### src/rtl/cache_refill_arbiter.sv
// Round-robin arbiter sharing one AXI4 read port between I-cache and D-cache line refills.
// Optional CACHE_REFILL_ARB_STATS_EN adds grant and contention counters.
module cache_refill_arbiter #(
  parameter int unsigned ADDR_WIDTH = 32,
  parameter int unsigned DATA_WIDTH = 32,
  parameter int unsigned LINE_WORDS = 4
) (
  input  logic                  clk,
  input  logic                  rst_n,
  input  logic                  ic_req_i,
  input  logic [ADDR_WIDTH-1:0] ic_addr_i,
  output logic                  ic_gnt_o,
  output logic                  ic_rvalid_o,
  output logic [DATA_WIDTH-1:0] ic_rdata_o,
  output logic                  ic_rlast_o,
  output logic                  ic_err_o,
  input  logic                  dc_req_i,
  input  logic [ADDR_WIDTH-1:0] dc_addr_i,
  output logic                  dc_gnt_o,
  output logic                  dc_rvalid_o,
  output logic [DATA_WIDTH-1:0] dc_rdata_o,
  output logic                  dc_rlast_o,
  output logic                  dc_err_o,
  output logic [ADDR_WIDTH-1:0] m_axi_araddr,
  output logic [7:0]            m_axi_arlen,
  output logic [2:0]            m_axi_arsize,
  output logic [1:0]            m_axi_arburst,
  output logic                  m_axi_arvalid,
  input  logic                  m_axi_arready,
  input  logic [DATA_WIDTH-1:0] m_axi_rdata,
  input  logic [1:0]            m_axi_rresp,
  input  logic                  m_axi_rlast,
  input  logic                  m_axi_rvalid,
  output logic                  m_axi_rready
`ifdef CACHE_REFILL_ARB_STATS_EN
  ,
  output logic [31:0]           ic_grants_o,
  output logic [31:0]           dc_grants_o,
  output logic [31:0]           contend_o
`endif
);

  localparam int unsigned CNT_W      = $clog2(LINE_WORDS) + 1;
  localparam int unsigned LINE_BYTES = LINE_WORDS * DATA_WIDTH / 8;
  localparam int unsigned SIZE_LOG2  = $clog2(DATA_WIDTH / 8);
  localparam logic [CNT_W-1:0]      LAST_IDX  = CNT_W'(LINE_WORDS - 1);
  localparam logic [CNT_W-1:0]      FULL_CNT  = CNT_W'(LINE_WORDS);
  localparam logic [ADDR_WIDTH-1:0] LINE_MASK = ~ADDR_WIDTH'(LINE_BYTES - 1);
  localparam logic                  OWN_IC    = 1'b0;
  localparam logic                  OWN_DC    = 1'b1;

  typedef enum logic [1:0] {IDLE = 2'd0, ADDR = 2'd1, DATA = 2'd2} state_t;

  state_t                  state_q, state_d;
  logic                    owner_q, owner_d;
  logic                    last_owner_q, last_owner_d;
  logic [CNT_W-1:0]        beat_cnt_q, beat_cnt_d;
  logic [ADDR_WIDTH-1:0]   araddr_d;
  logic                    arvalid_d, rready_d;
  logic                    ic_gnt_d, dc_gnt_d;
  logic                    ic_rvalid_d, dc_rvalid_d;
  logic [DATA_WIDTH-1:0]   ic_rdata_d, dc_rdata_d;
  logic                    ic_rlast_d, dc_rlast_d, ic_err_d, dc_err_d;
  logic                    any_req, pick_dc, ar_fire, r_fire, r_deliver, r_last, r_err;

  assign m_axi_arlen   = 8'(LINE_WORDS - 1);
  assign m_axi_arsize  = 3'(SIZE_LOG2);
  assign m_axi_arburst = 2'b01;

  // Tie goes to whichever requester did not own the previous burst
  assign any_req   = ic_req_i | dc_req_i;
  assign pick_dc   = dc_req_i & (~ic_req_i | (last_owner_q == OWN_IC));
  assign ar_fire   = (state_q == ADDR) & m_axi_arvalid & m_axi_arready;
  assign r_fire    = (state_q == DATA) & m_axi_rvalid & m_axi_rready;
  // Beats past a full line are sunk without being forwarded
  assign r_deliver = r_fire & (beat_cnt_q != FULL_CNT);
  assign r_last    = (beat_cnt_q == LAST_IDX) | m_axi_rlast;
  assign r_err     = (m_axi_rresp != 2'b00) | (m_axi_rlast != (beat_cnt_q == LAST_IDX));

  // State and registered outputs
  always_ff @(posedge clk) begin
    if (!rst_n) begin
      state_q       <= IDLE;
      owner_q       <= OWN_IC;
      last_owner_q  <= OWN_DC;
      beat_cnt_q    <= '0;
      m_axi_araddr  <= '0;
      m_axi_arvalid <= 1'b0;
      m_axi_rready  <= 1'b0;
      ic_gnt_o      <= 1'b0;
      dc_gnt_o      <= 1'b0;
      ic_rvalid_o   <= 1'b0;
      ic_rdata_o    <= '0;
      ic_rlast_o    <= 1'b0;
      ic_err_o      <= 1'b0;
      dc_rvalid_o   <= 1'b0;
      dc_rdata_o    <= '0;
      dc_rlast_o    <= 1'b0;
      dc_err_o      <= 1'b0;
    end else begin
      state_q       <= state_d;
      owner_q       <= owner_d;
      last_owner_q  <= last_owner_d;
      beat_cnt_q    <= beat_cnt_d;
      m_axi_araddr  <= araddr_d;
      m_axi_arvalid <= arvalid_d;
      m_axi_rready  <= rready_d;
      ic_gnt_o      <= ic_gnt_d;
      dc_gnt_o      <= dc_gnt_d;
      ic_rvalid_o   <= ic_rvalid_d;
      ic_rdata_o    <= ic_rdata_d;
      ic_rlast_o    <= ic_rlast_d;
      ic_err_o      <= ic_err_d;
      dc_rvalid_o   <= dc_rvalid_d;
      dc_rdata_o    <= dc_rdata_d;
      dc_rlast_o    <= dc_rlast_d;
      dc_err_o      <= dc_err_d;
    end
  end

  // Next-state
  always_comb begin
    state_d = state_q;
    unique case (state_q)
      IDLE:    if (any_req) state_d = ADDR;
      ADDR:    if (ar_fire) state_d = DATA;
      DATA:    if (r_fire && m_axi_rlast) state_d = IDLE;
      default: state_d = IDLE;
    endcase
  end

  // Output and datapath next values
  always_comb begin
    owner_d      = owner_q;
    last_owner_d = last_owner_q;
    beat_cnt_d   = beat_cnt_q;
    araddr_d     = m_axi_araddr;
    arvalid_d    = 1'b0;
    rready_d     = 1'b0;
    ic_gnt_d     = 1'b0;
    dc_gnt_d     = 1'b0;
    unique case (state_q)
      IDLE: begin
        if (any_req) begin
          owner_d    = pick_dc;
          araddr_d   = (pick_dc ? dc_addr_i : ic_addr_i) & LINE_MASK;
          arvalid_d  = 1'b1;
          ic_gnt_d   = ~pick_dc;
          dc_gnt_d   = pick_dc;
          beat_cnt_d = '0;
        end
      end
      ADDR: begin
        arvalid_d = ~ar_fire;
        rready_d  = ar_fire;
      end
      DATA: begin
        rready_d = ~(r_fire & m_axi_rlast);
        if (r_deliver) beat_cnt_d = beat_cnt_q + CNT_W'(1);
        if (r_fire && m_axi_rlast) last_owner_d = owner_q;
      end
      default: ;
    endcase

    ic_rvalid_d = r_deliver & (owner_q == OWN_IC);
    dc_rvalid_d = r_deliver & (owner_q == OWN_DC);
    ic_rdata_d  = ic_rvalid_d ? m_axi_rdata : '0;
    dc_rdata_d  = dc_rvalid_d ? m_axi_rdata : '0;
    ic_rlast_d  = ic_rvalid_d & r_last;
    dc_rlast_d  = dc_rvalid_d & r_last;
    ic_err_d    = ic_rvalid_d & r_err;
    dc_err_d    = dc_rvalid_d & r_err;
  end

`ifdef CACHE_REFILL_ARB_STATS_EN
  // Free-running statistics, wrap modulo 2^32
  always_ff @(posedge clk) begin
    if (!rst_n) begin
      ic_grants_o <= '0;
      dc_grants_o <= '0;
      contend_o   <= '0;
    end else begin
      if (ic_gnt_d) ic_grants_o <= ic_grants_o + 32'd1;
      if (dc_gnt_d) dc_grants_o <= dc_grants_o + 32'd1;
      if ((state_q == IDLE) && ic_req_i && dc_req_i) contend_o <= contend_o + 32'd1;
    end
  end
`endif

endmodule

### config.mk
export PLATFORM = sky130hd
export DESIGN_NAME = cache_refill_arbiter
export DESIGN_NICKNAME = d
export VERILOG_FILES = /design/src/rtl/cache_refill_arbiter.sv
export SDC_FILE = /design/constraint.sdc
export NUM_CORES = 1
export LEC_CHECK = 0
export BUFFER_PORTS_ARGS = -buffer_cell sky130_fd_sc_hd__buf_2
export CORE_ASPECT_RATIO = 2
export CORE_MARGIN = 1
export CORE_UTILIZATION = 46
export CTS_CLUSTER_DIAMETER = 80
export DETAILED_ROUTE_END_ITERATION = 10
export PLACE_DENSITY_LB_ADDON = 0.2
export SLEW_MARGIN = 40
export SYNTH_ARGS = -nofsm -noshare
export SYNTH_HDL_FRONTEND = slang
export SYNTH_SLANG_ARGS = --single-unit
export TNS_END_PERCENT = 10
### constraint.sdc
create_clock -name clk -period 2.7 [get_ports clk]
set_input_delay 0.405 -clock clk [delete_from_list [all_inputs] [get_ports clk]]
set_output_delay 0.405 -clock clk [all_outputs]
set_load 0.1 [all_outputs]
; After elaboration in Yosys (flattened, before gate mapping)
; Index checks and enable logic that the tools add are counted.
[op_classes]
n_mux = 11
bitwise_logic = 23
eq_ne = 9
reduce_logical = 11
addsub = 1
[op_table]
columns = op, n
row1 = $mux W32, 1
row2 = $and A1 B1 Y1, 13
row3 = $reduce_and A3 Y1, 3
row4 = $reduce_and A2 Y1, 4
row5 = $mux W2, 3
row6 = $mux W3, 2
row7 = $ne A2 B2 Y1 const B, 3
row8 = $not A1 Y1, 6
row9 = $pmux W2 S3, 1
row10 = $pmux W3 S2, 1
row11 = $or A1 B1 Y1, 4
row12 = $pmux W1 S2, 2
row13 = $reduce_bool A2 Y1, 2
row14 = $add A3 B1 Y3 const B, 1
row15 = $eq A3 B2 Y1 const B, 1
row16 = $ne A3 B3 Y1 const B, 1
row17 = $eq A2 B1 Y1 const B, 1
row18 = $eq A2 B2 Y1 const B, 1
row19 = $logic_not A2 Y1, 1
row20 = $ne A2 B1 Y1 const B, 1
row21 = $logic_and A1 B1 Y1, 1
row22 = $mux W1, 1
row23 = $ne A1 B1 Y1, 1
[totals]
reg_bits = 109
inputBits = 105
output_inout_bits = 119
wordCells = 72

; Longest topological paths before layout
[depth]
word_depth = 6
depth_mapped = 8
depth_no_buf = 6

; Worst setup path before layout
; Ideal clock, no wire load.
[synth_path]
kind = reg-to-reg
from = register m_axi_rready
to = register ic_rdata_o[0]
arrival_ns = 1.871
path_buffers = 1
slack_ns = 0.770
synth_period_minus_slack_ns = 1.930
path_stages_with_launch = 6
cell_sequence = dfxtp_1 > and3_1 > nand3_4 > nor2_4 > clkbuf_1 > and2_1
[synth_via]
elab_chain_cells = 4
[synth_lines]
columns = item, line_no
row1 = from (decl), 34  ; output logic m_axi_rready
row2 = from (signal assigned), 107  ; m_axi_rready <= rready_d;
row3 = $and A1 B1 Y1, 74  ; assign r_fire = (state_q == DATA) & m_axi_rvalid & m_axi_rready;
row4 = $and A1 B1 Y1, 76  ; assign r_deliver = r_fire & (beat_cnt_q != FULL_CNT);
row5 = $and A1 B1 Y1, 165  ; ic_rvalid_d = r_deliver & (owner_q == OWN_IC);
row6 = $reduce_and A2 Y1 (no source line), --
row7 = to (signal assigned), 111  ; ic_rdata_o <= ic_rdata_d;
row8 = to (decl), 14  ; output logic [DATA_WIDTH-1:0] ic_rdata_o,
; No other way between the ends.
; A chain may end at the register's enable or synchronous reset.

; Worst setup path after layout
[layout_path]
from = register state_q[0]
to = register dc_rdata_o[24]
[layout_via]
elab_chain_cells = 6
[layout_lines]
columns = item, line_no
row1 = from (decl), 54  ; state_t state_q, state_d;
row2 = from (signal assigned), 101  ; state_q <= state_d;
row3 = $eq A2 B2 Y1, 74
row4 = $and A1 B1 Y1 (2 in a row), 74
row5 = $and A1 B1 Y1, 76
row6 = $and A1 B1 Y1, 166  ; dc_rvalid_d = r_deliver & (owner_q == OWN_DC);
row7 = $reduce_and A2 Y1 (no source line), --
row8 = to (signal assigned), 115  ; dc_rdata_o <= dc_rdata_d;
row9 = to (decl), 21  ; output logic [DATA_WIDTH-1:0] dc_rdata_o,
; No other way between the ends.

==> out/metrics.yaml <==
outcome:
  status: "complete, no violations"
critical_path:
  end_kind: "register"
  path_cells: "inv_1 > ha_1 > and3_1 > nand3_4 > nor2_4 > and2_1"
  timing.rr.start: "state_q[0]"
  cp.required_ns: 2.97
  max_stage_delay_ns: 0.49
  crit_path_max_fanout: 33
  r2r_slack_ns: 0.79
  worstSetupStartpoint: "state_q[0]"
  startpoint_type: "register"
  arrival_ns: 2.18
  crit_type: "reg -> reg"
  r2r.worst_path.cells: 6
  timing.rr.end: "dc_rdata_o[24]"
  cpMaxStageDelayCell: "nor2_4"
floorplan:
  core_area_mm2: 0.00760
  pin_count: 224
  dieHeight_um: 127
  die-area_mm2: 0.00824
  start_util_pct: 47.5
  die_w_um: 64.7
  fp-row-count: 45
global_route:
  grt_usage_pct: 19.5
  grt_pass1_vias: 2644
  grt_overflow_total: 0
  grt_pass1_wl_um: 12200
  antenna_found_initial: 0
  grt_max_degree: 34
placed_design:
  io_buffers: 198
  hpwl_um: 6120
  place_inst: 604
  pre_cts_slack_ns: 0.759
  gp_congestion: 0.804
  placed_area_mm2: 0.00458
routing:
  drcViolationCount: 0
  wirelength_um: 8120
  wl_per_cell_um: 13.1
  drt_iter0_drc: 221
  vias_per_cell: 4.75
  ant_nets: 0
  dr_total_vias: 2944
  first_pass_iters: 7
synth:
  syn_area_per_cell_um2: 10.9
  synth_cell_types: 30
  yosysTopAreaCell: "dfxtp_1"
  syn_area_mm2: 0.00361
  ys_seq_elements: 109
  ys_seq_area_share_pct: 60.4
  synth_area_leaders: "dfxtp_1, and2_1, a222oi_1"
  netlist.area_leader.share_pct: 60.4
  yosysWarnings: 0
  synthCells: 330
timing:
  finClkSkew_ns: 0.00591
  worst_slack_ns: 0.792
  max_freq_mhz: 524
  setup_viol: 0
  fin_crit_ns: 1.91
  finalMaxSlewViolations: 0
  tns_ns: 0
  worstMarginPinSlew_ns: 0.587
  holdWs_ns: 0.272
  rsz0062_at_grt: "false"
  post-route-period-util_pct: 70.7
  finalHoldViolCount: 0
  relSlewSlack_pct: 60.8
cts:
  cts_tree: "built"
  cts_setup_buffers: 0
  clockBufferDepth: 2
  ctsHoldBuffers: 0
  clkTransAtPathRegs_ns: 0.07
  clock_sinks: 109
  cts_resized: 0
  htree_levels: 3
  insertion_delay_ns: 0.33
  cts_buffers: 9
  root_buffer: "clkbuf_16"
worst_hold_path:
  hold_path_end: "m_axi_araddr[7]"
  hold_class: "in -> reg"
  hp-start: "ic_addr_i[7]"
  hold_depth: 3
job:
  cap_violations: 0
power:
  power.leakage_nw: 2.69
  power_mw: 4.57
  power.density_mw_per_mm2: 934
  ir_drop_v: 0.000704
finish:
  fin_util_pct: 64.3
  num_antenna_cells: 0
  syn2layout_area_growth_pct: 35.3
  drive_gt1_share_pct: 42.4
  postLayoutCellArea_mm2: 0.00489
  finalNonFillerCells: 620
  final_nets: 633
[placed cells by master (no fill, tap or decap), types with 3 or more instances in the layout]
cell       instances
dfxtp_1          109
buf_2            198
nor3_1             5
nand2_1           11
conb_1            17
clkbuf_16          9
and2_1            64
mux2i_1            3
a222oi_1          29
nand3_1            7
nor2_1             3
ha_1               7
inv_1             38
[flip-flops by register name, indices dropped and copies added (netlist names)]
signal         count
ic_rdata_o        32
m_axi_araddr      28
ic_rvalid_o        1
dc_rvalid_o        1
dc_rlast_o         1
owner_q            1
m_axi_arvalid      1
dc_gnt_o           1
beat_cnt_q         3
m_axi_rready       1
ic_gnt_o           1
ic_rlast_o         1
ic_err_o           1
dc_rdata_o        32
dc_err_o           1
last_owner_q       1
state_q            2
[how the worst max path moves through the flow]
stage,cells after the start,to
CTS,6,dc_rdata_o[8]
global route,6,ic_rdata_o[15]
finish,6,dc_rdata_o[24]
global placement,6,ic_rdata_o[29]
detailed placement,6,dc_rdata_o[8]
floorplan,5,ic_rdata_o[0]
[cell families (layout without fill, tap and decap cells)]
kind of cell,count (synthesis),in the layout,share of synthesized area (%)
other cells,2,17,0.208
simple gates,96,96,15.9
flops,109,109,60.4
buf+inv,73,254,10.1
fa+ha+maj,7,7,2.42
mux,3,3,0.831
compound gates,40,40,10.1
[routing by layer]
layer,track usage [%],up-vias,routed length [µm]
met5,0,-,0
met4,10.5,0,248
met3,4.29,16,586
met2,34.8,148,4290
met1,20.9,1335,2990
li1,-,1445,-
[cell usage after synthesis (all sizes together)]
| cell | instances |
|---|---|
| a21oi | 2 |
| mux2i | 3 |
| nand2 | 11 |
| a21boi | 1 |
| and2 | 65 |
| inv | 38 |
| nor3 | 5 |
| nand3b | 1 |
| nor2 | 5 |
| o21ai | 3 |
| a32oi | 1 |
| dfxtp | 109 |
| ha | 7 |
| conb | 2 |
| a31oi | 1 |
| a21o | 1 |
| o211ai | 1 |
| buf | 27 |
| clkbuf | 8 |
| nand3 | 8 |
| and3 | 1 |
| a211o | 1 |
| a222oi | 29 |
[layout make-up]
| type | instances | area [µm²] |
|---|---|---|
| fillers | 621 | 2710 |
| flip-flops and latches | 109 | 2180 |
| multi-input cells | 163 | 1130 |
| repair buffers | 200 | 1010 |
| clock buffers | 9 | 225 |
| inverters | 38 | 143 |
| well taps | 94 | 118 |
| clock inverters | 7 | 86.3 |
[critical path: cells and delay by family (launching register included)]
family	cells	cell delay (ns)
adders and majority gates	1	0.32
and+or+nand+nor	4	1.11
buffers and inverters	1	0.08
DFF	1	0.33
[power by group]
| part | switching (mW) | total, mW | internal [mW] |
|---|---|---|---|
| sequential | 0.0701 | 1.80 | 1.73 |
| combinational | 1.18 | 1.44 | 0.268 |
| clock | 0.590 | 1.32 | 0.733 |
| total | 1.84 | 4.57 | 2.73 |
(Power assumes the default switching activity.)
